## src/rtl/e203_itcm_ctrl_pkg.sv

```systemverilog
// Shared widths and encodings for the ITCM controller slice.
package e203_itcm_ctrl_pkg;
  localparam int E203_ITCM_RAM_AW = 13;
  localparam int E203_ITCM_RAM_DW = 64;
  localparam int E203_ITCM_RAM_MW = 8;

  typedef enum logic {OWN_IFU = 1'b0, OWN_LSU = 1'b1} owner_e;
  typedef enum logic {IDLE = 1'b0, PEND = 1'b1} state_e;

  // Bookkeeping for the single access in flight.
  typedef struct packed {
    state_e st;
    owner_e own;
    logic   rd;
  } pend_t;
endpackage

```

## src/rtl/e203_itcm_ls_ctrl.sv

```systemverilog
// Idle counter and light-sleep / wake sequencing for the ITCM RAM.
module e203_itcm_ls_ctrl #(
  parameter int IDLE_LS = 16
) (
  input  logic clk,
  input  logic rst_n,
  input  logic quiet_i,  // controller IDLE and no cs this cycle
  input  logic wake_i,   // any requester valid
  output logic ls_o,     // sleeping: blocks issue this cycle
  output logic ram_ls_o
);
  import e203_itcm_ctrl_pkg::*;

  localparam int CW = (IDLE_LS > 0) ? $clog2(IDLE_LS + 1) : 1;
  localparam logic [CW-1:0] LIM = CW'(IDLE_LS);

  logic [CW-1:0] cnt_q, cnt_d;

  always_comb begin
    cnt_d = cnt_q;
    if (!quiet_i || wake_i)
      cnt_d = '0;
    else if ((IDLE_LS != 0) && (cnt_q != LIM))
      cnt_d = cnt_q + CW'(1);
  end

  always_ff @(posedge clk or negedge rst_n) begin
    if (!rst_n) cnt_q <= '0;
    else        cnt_q <= cnt_d;
  end

  // The pin drops as soon as a request shows up; issue stays blocked
  // until the counter has cleared on the following cycle.
  assign ls_o     = (IDLE_LS != 0) && (cnt_q == LIM);
  assign ram_ls_o = ls_o && !wake_i;
endmodule

```

## src/rtl/e203_itcm_ctrl.sv

```systemverilog
// ITCM SRAM sequencer: LSU-priority arbitration with IFU anti-starvation,
// 1-cycle read response routing and light-sleep control.
module e203_itcm_ctrl
  import e203_itcm_ctrl_pkg::*;
#(
  parameter int AW         = E203_ITCM_RAM_AW,
  parameter int DW         = E203_ITCM_RAM_DW,
  parameter int MW         = E203_ITCM_RAM_MW,
  parameter int STARVE_MAX = 4,
  parameter int IDLE_LS    = 16
) (
  input  logic          clk,
  input  logic          rst_n,
  input  logic          ifu_cmd_valid,
  output logic          ifu_cmd_ready,
  input  logic [AW-1:0] ifu_cmd_addr,
  output logic          ifu_rsp_valid,
  input  logic          ifu_rsp_ready,
  output logic [DW-1:0] ifu_rsp_rdata,
  input  logic          lsu_cmd_valid,
  output logic          lsu_cmd_ready,
  input  logic          lsu_cmd_read,
  input  logic [AW-1:0] lsu_cmd_addr,
  input  logic [DW-1:0] lsu_cmd_wdata,
  input  logic [MW-1:0] lsu_cmd_wmask,
  output logic          lsu_rsp_valid,
  input  logic          lsu_rsp_ready,
  output logic [DW-1:0] lsu_rsp_rdata,
  output logic          ram_cs,
  output logic          ram_we,
  output logic [AW-1:0] ram_addr,
  output logic [MW-1:0] ram_wem,
  output logic [DW-1:0] ram_din,
  input  logic [DW-1:0] ram_dout,
  output logic          ram_sd,
  output logic          ram_ds,
  output logic          ram_ls
);
  localparam int SW = $clog2(STARVE_MAX + 1);
  localparam logic [SW-1:0] SMAX = SW'(STARVE_MAX);

  pend_t         pend_q, pend_d;
  logic [SW-1:0] starve_q, starve_d;
  logic          ls, rsp_hs, can_issue, lsu_win, ifu_win, grant;

  assign rsp_hs = (pend_q.st == PEND) &&
                  ((pend_q.own == OWN_LSU) ? lsu_rsp_ready : ifu_rsp_ready);

  // rst_n gates issue so nothing reaches the RAM while reset is held.
  assign can_issue = rst_n && !ls && ((pend_q.st == IDLE) || rsp_hs);
  assign lsu_win   = can_issue && lsu_cmd_valid &&
                     !(ifu_cmd_valid && (starve_q == SMAX));
  assign ifu_win   = can_issue && ifu_cmd_valid && !lsu_win;
  assign grant     = lsu_win || ifu_win;

  assign lsu_cmd_ready = lsu_win;
  assign ifu_cmd_ready = ifu_win;

  assign ram_cs   = grant;
  assign ram_we   = lsu_win && !lsu_cmd_read;
  assign ram_addr = lsu_win ? lsu_cmd_addr : ifu_cmd_addr;
  assign ram_wem  = ram_we ? lsu_cmd_wmask : '0;
  assign ram_din  = lsu_cmd_wdata;
  assign ram_sd   = 1'b0;
  assign ram_ds   = 1'b0;

  always_comb begin
    starve_d = starve_q;
    if (!ifu_cmd_valid || ifu_win)
      starve_d = '0;
    else if (lsu_win && (starve_q != SMAX))
      starve_d = starve_q + SW'(1);
  end

  always_comb begin
    pend_d = pend_q;
    if (grant) begin
      pend_d.st  = PEND;
      pend_d.own = lsu_win ? OWN_LSU : OWN_IFU;
      pend_d.rd  = ifu_win || lsu_cmd_read;
    end else if (rsp_hs) begin
      pend_d.st = IDLE;
    end
  end

  always_ff @(posedge clk or negedge rst_n) begin
    if (!rst_n) begin
      pend_q   <= '{st: IDLE, own: OWN_IFU, rd: 1'b0};
      starve_q <= '0;
    end else begin
      pend_q   <= pend_d;
      starve_q <= starve_d;
    end
  end

  assign ifu_rsp_valid = (pend_q.st == PEND) && (pend_q.own == OWN_IFU);
  assign lsu_rsp_valid = (pend_q.st == PEND) && (pend_q.own == OWN_LSU);
  assign ifu_rsp_rdata = ifu_rsp_valid ? ram_dout : '0;
  assign lsu_rsp_rdata = (lsu_rsp_valid && pend_q.rd) ? ram_dout : '0;

  e203_itcm_ls_ctrl #(.IDLE_LS(IDLE_LS)) u_ls (
    .clk      (clk),
    .rst_n    (rst_n),
    .quiet_i  ((pend_q.st == IDLE) && !grant),
    .wake_i   (ifu_cmd_valid || lsu_cmd_valid),
    .ls_o     (ls),
    .ram_ls_o (ram_ls)
  );
endmodule

```

## config.mk

```make
export PLATFORM = sky130hd
export DESIGN_NAME = e203_itcm_ctrl
export DESIGN_NICKNAME = d
export VERILOG_FILES = /design/src/rtl/e203_itcm_ctrl_pkg.sv /design/src/rtl/e203_itcm_ls_ctrl.sv /design/src/rtl/e203_itcm_ctrl.sv
export SDC_FILE = /design/constraint.sdc
export NUM_CORES = 1
export LEC_CHECK = 0
export ABC_CLOCK_PERIOD_IN_PS = 5500
export CORE_AREA = 10 10 145 147
export DETAILED_ROUTE_END_ITERATION = 10
export DIE_AREA = 0 0 155 157
export GPL_TIMING_DRIVEN = 0
export PLACE_DENSITY_LB_ADDON = 0.12
export SYNTH_ARGS = -nofsm -noshare
export SYNTH_HDL_FRONTEND = slang
export SYNTH_SLANG_ARGS = --single-unit
```

## constraint.sdc

```tcl
create_clock -name clk -period 5.5 [get_ports clk]
set_clock_uncertainty 0.05 [all_clocks]
set_input_delay 0.825 -clock clk [delete_from_list [all_inputs] [get_ports clk]]
set_output_delay 0.825 -clock clk [all_outputs]
set_load 0.03 [all_outputs]
```

==> results <==
- At the end of the flow, the number of nets in the layout was 799.
- The count of hold-fix buffers inserted at cts is 0.
- The detailed router put a total of 4.77 mm of wire on met1.
- In this run the static leakage power is 0.00238 µW.
- The highest layer touched by signal routing is met4.
- TritonCTS built the clock tree.
- For this configuration, the core starts out at a cell density of 12.4%.
- The count of buffers added on input and output ports is 324.
- The cell area that synthesis handed to floorplanning was 2260 µm².
- Clock tree synthesis selected as its root buffer the cell clkbuf_16.
- The power density normalized to cell area is 189 nW/µm².
- Relative to the synthesized area, the layout overhead comes to 160%.
- The delay contributed by the slowest stage of the critical path is 820 ps.
- The critical path startpoint category is a primary input.
- The pin count of the biggest net entering global routing is 13.
- The count of final max-slew check failures is 0.
- After routing, the total negative slack on setup checks comes to 0 ps.
- In this run the remaining antenna-violating nets after routing total 0.
- The CTS sink count is 11.
- The final cycle utilization of the critical path is 78.4%.
- After detailed routing, the number of remaining DRC violations is 0.
- The remaining global-route overflow is 0.
- The die is 155 µm wide.
- The buffer count from post-CTS setup fixing is 0.
- Max-cap violations in this run came to 0.
- The clock transition at the registers of the reported paths is 40 ps.
- Summed over all nets, wire length on met3 after detailed routing comes to 1.73 mm.
- For this run, the detailed router's first-pass iteration total came to 4.
- The count of distinct cell types in the synthesized netlist is 36.
- The initial antenna violation count was 0.
- The path class of the tightest hold or removal check is reg -> reg.
- The core footprint is 18300 µm².
- The insertion delay to the later sink of the worst-skew pair is 230 ps.
- Together, buffers and inverters on the worst path number 4.
- The critical path class is in -> out.
- In this run the tightest slew margin relative to its limit is 61.7%.
- The top-level I/O count is 391.
- The number of warnings reported in the yosys synthesis log is 0.
- Counting flops with a built-in enable in the synthesized netlist gives 0.
- The average via count per standard cell is 3.53.
- Cells fill 32.1% of the core in the end.
- Setup repair after global routing left no endpoint under its margin.
- The layout cell share with drive strength beyond 1 is 14.7%.
- The final number of hold-violating endpoints is 0.
- CTS built an H-tree with a depth of 1.
- The count of instances resized after the clock tree is built is 0.
- The floorplan has 50 rows.
- The die outline area is 24300 µm².
- The worst supply voltage drop on vdd is 87.6 µV.
- The vertical die dimension is 157 µm.
- The post-DP HPWL is 13.7 mm.
- The run finished with clean final reports.
- Of all nets on the critical path, the largest fanout is 12.
- At the worst endpoint, the arrival time is 3440 ps.
- The number of antenna diodes in the final layout is 0.
- The slowest cell on the critical path is clkdlybuf4s50_1.
- Global routing used 10.9% of the available tracks across all layers.
- The congestion estimate from routability-driven global placement came to 0.803.
- The number of CTS-inserted buffers is 3.
- The clock tree buffer depth is 2.
- Setup violations remaining at the end of the flow were counted as 0.
- The total via count in the routed design is 3036.
- The dominant delay contributor by cell family on the critical path is buffers and inverters.
- The number of global-route vias before repair came to 3244.
- STA classifies the critical path endpoint as an output port.
- For this run, the top clock speed supported by timing is 232 MHz.
- For the pin with the worst max-slew slack, the measured transition is 575 ps.
- The register bit total from synthesis is 11.
- The final critical-path required period is 4310 ps.
- In the synthesized netlist the dominant register cell turns out to be dfrtp_1.
- In the synthesized netlist, the number of instances is 296.
- For this block, the initial DRC count from the detailed router was 48.
- The first global-routing pass estimated 21.1 mm of wire.
- In the final routed layout, each cell accounts on average for 17.4 µm.
- At the worst endpoint, the required time is 4620 ps.
- The final wirelength is 15.0 mm.
- The routed design uses 8.46 mm of met2 wire.
- Sequential elements use 12.2% of the synthesized area.
- Walking the worst path, the cells encountered are clkdlybuf4s50_1, inv_1, a211o_4, nor2_8, buf_12, mux2_4, clkdlybuf4s50_1.
- After synthesis, the share of flip-flops with an asynchronous set or reset is 100%.
- The average cell area after synthesis is 7.65 µm².
- Counting stages on the worst path, the most repeated cell is clkdlybuf4s50_1.
metrics by stage:
step	setup slack, ps	hold WS [ps]	cell area [µm²]	instances	power (µW)
2_1_floorplan	2550	435	2270	297	573
3_3_place_gp	1130	462	5800	855	999
3_5_place_dp	1080	468	5800	855	998
4_1_cts	1080	474	5880	859	1130
5_1_grt	992	511	5880	859	1170
6_report	1190	476	5880	859	1110
sequential cells by signal (all words and copies together), names as in the netlist:
| name | count |
|---|---|
| pend_q | 3 |
| starve_q | 3 |
| u_ls.cnt_q | 5 |
final cells by class:
cell class	count	area [µm²]
clock buffer	3	75.1
sequential	11	275
tap	234	293
fill	1909	12400
timing repair buffer	324	3240
buffer	82	579
clock inverter	1	5.00
inverter	7	26.3
multi-input combinational	197	1390
worst register-to-register path, cell delays in order (launching register included):
cell and delay (ps):
dfrtp_1 360, inv_1 70, ha_1 200, and4bb_1 210, buf_6 140, a211oi_1 460, o21ai_0 300, a21o_2 270
final timing paths:
| check | start | endpoint | slack (ps) | cells after the start |
|---|---|---|---|---|
| max | rst_n | ram_addr[9] | 1190 | 7 |
| min | pend_q[0] | pend_q[0] | 480 | 2 |
| max reg2reg | u_ls.cnt_q[0] | pend_q[1] | 3340 | 7 |
| min reg2reg | pend_q[0] | pend_q[0] | 480 | 2 |
| max in group asynchronous | rst_n | pend_q[0] | 4120 | 1 |
| min in group asynchronous | rst_n | u_ls.cnt_q[0] | 900 | 1 |
synthesized netlist by cell type, types with 3 or more instances:
library cell / instances / area, µm²
nand3_1: 4 / 20.0
buf_4: 66 / 495
dfrtp_1: 11 / 275
mux2i_1: 3 / 30.0
mux2_4: 7 / 105
and2_1: 137 / 857
clkbuf_1: 14 / 52.6
mux2_2: 6 / 67.6
nand2_1: 4 / 15.0
inv_1: 7 / 26.3
ha_1: 4 / 50.1
nor2_1: 5 / 18.8
report_power, final:
| part | switching [µW] | internal, µW |
|---|---|---|
| clock network | 34.2 | 96.1 |
| registers | 5.83 | 86.6 |
| logic | 483 | 404 |
kinds of logic after synthesis:
family                     after synthesis  share of synthesized area (%)
AOI/OAI and AO/OA                        9                           3.31
muxes                                   16                           8.95
buffers and inverters                   89                           26.7
adders and majority gates                4                           2.21
other                                    1                          0.166
xor gates and xnor gates                 4                           1.55
and+or+nand+nor                        162                           44.9
DFF                                     11                           12.2
cells in the final DEF, fill, tap and decap left out, types with 2 or more instances in the layout:
cell type and count:
a21boi_0 2, and2_1 137, and3_1 2, buf_4 66
clkbuf_1 14, clkbuf_16 3, clkdlybuf4s50_1 324, conb_1 2
dfrtp_1 11, ha_1 4, inv_1 7, mux2_2 6
mux2_4 7, mux2i_1 3, nand2_1 4, nand3_1 4
nor2_1 5, xnor2_1 2, xor2_1 2
routing by layer:
metal / vias up / global-route usage, %
li1: 1511 / -
met1: 1345 / 10.1
met2: 178 / 21.9
met3: 2 / 4.99
met4: 0 / 0.405
met5: - / 0
Power figures use the tool's default switching activity.
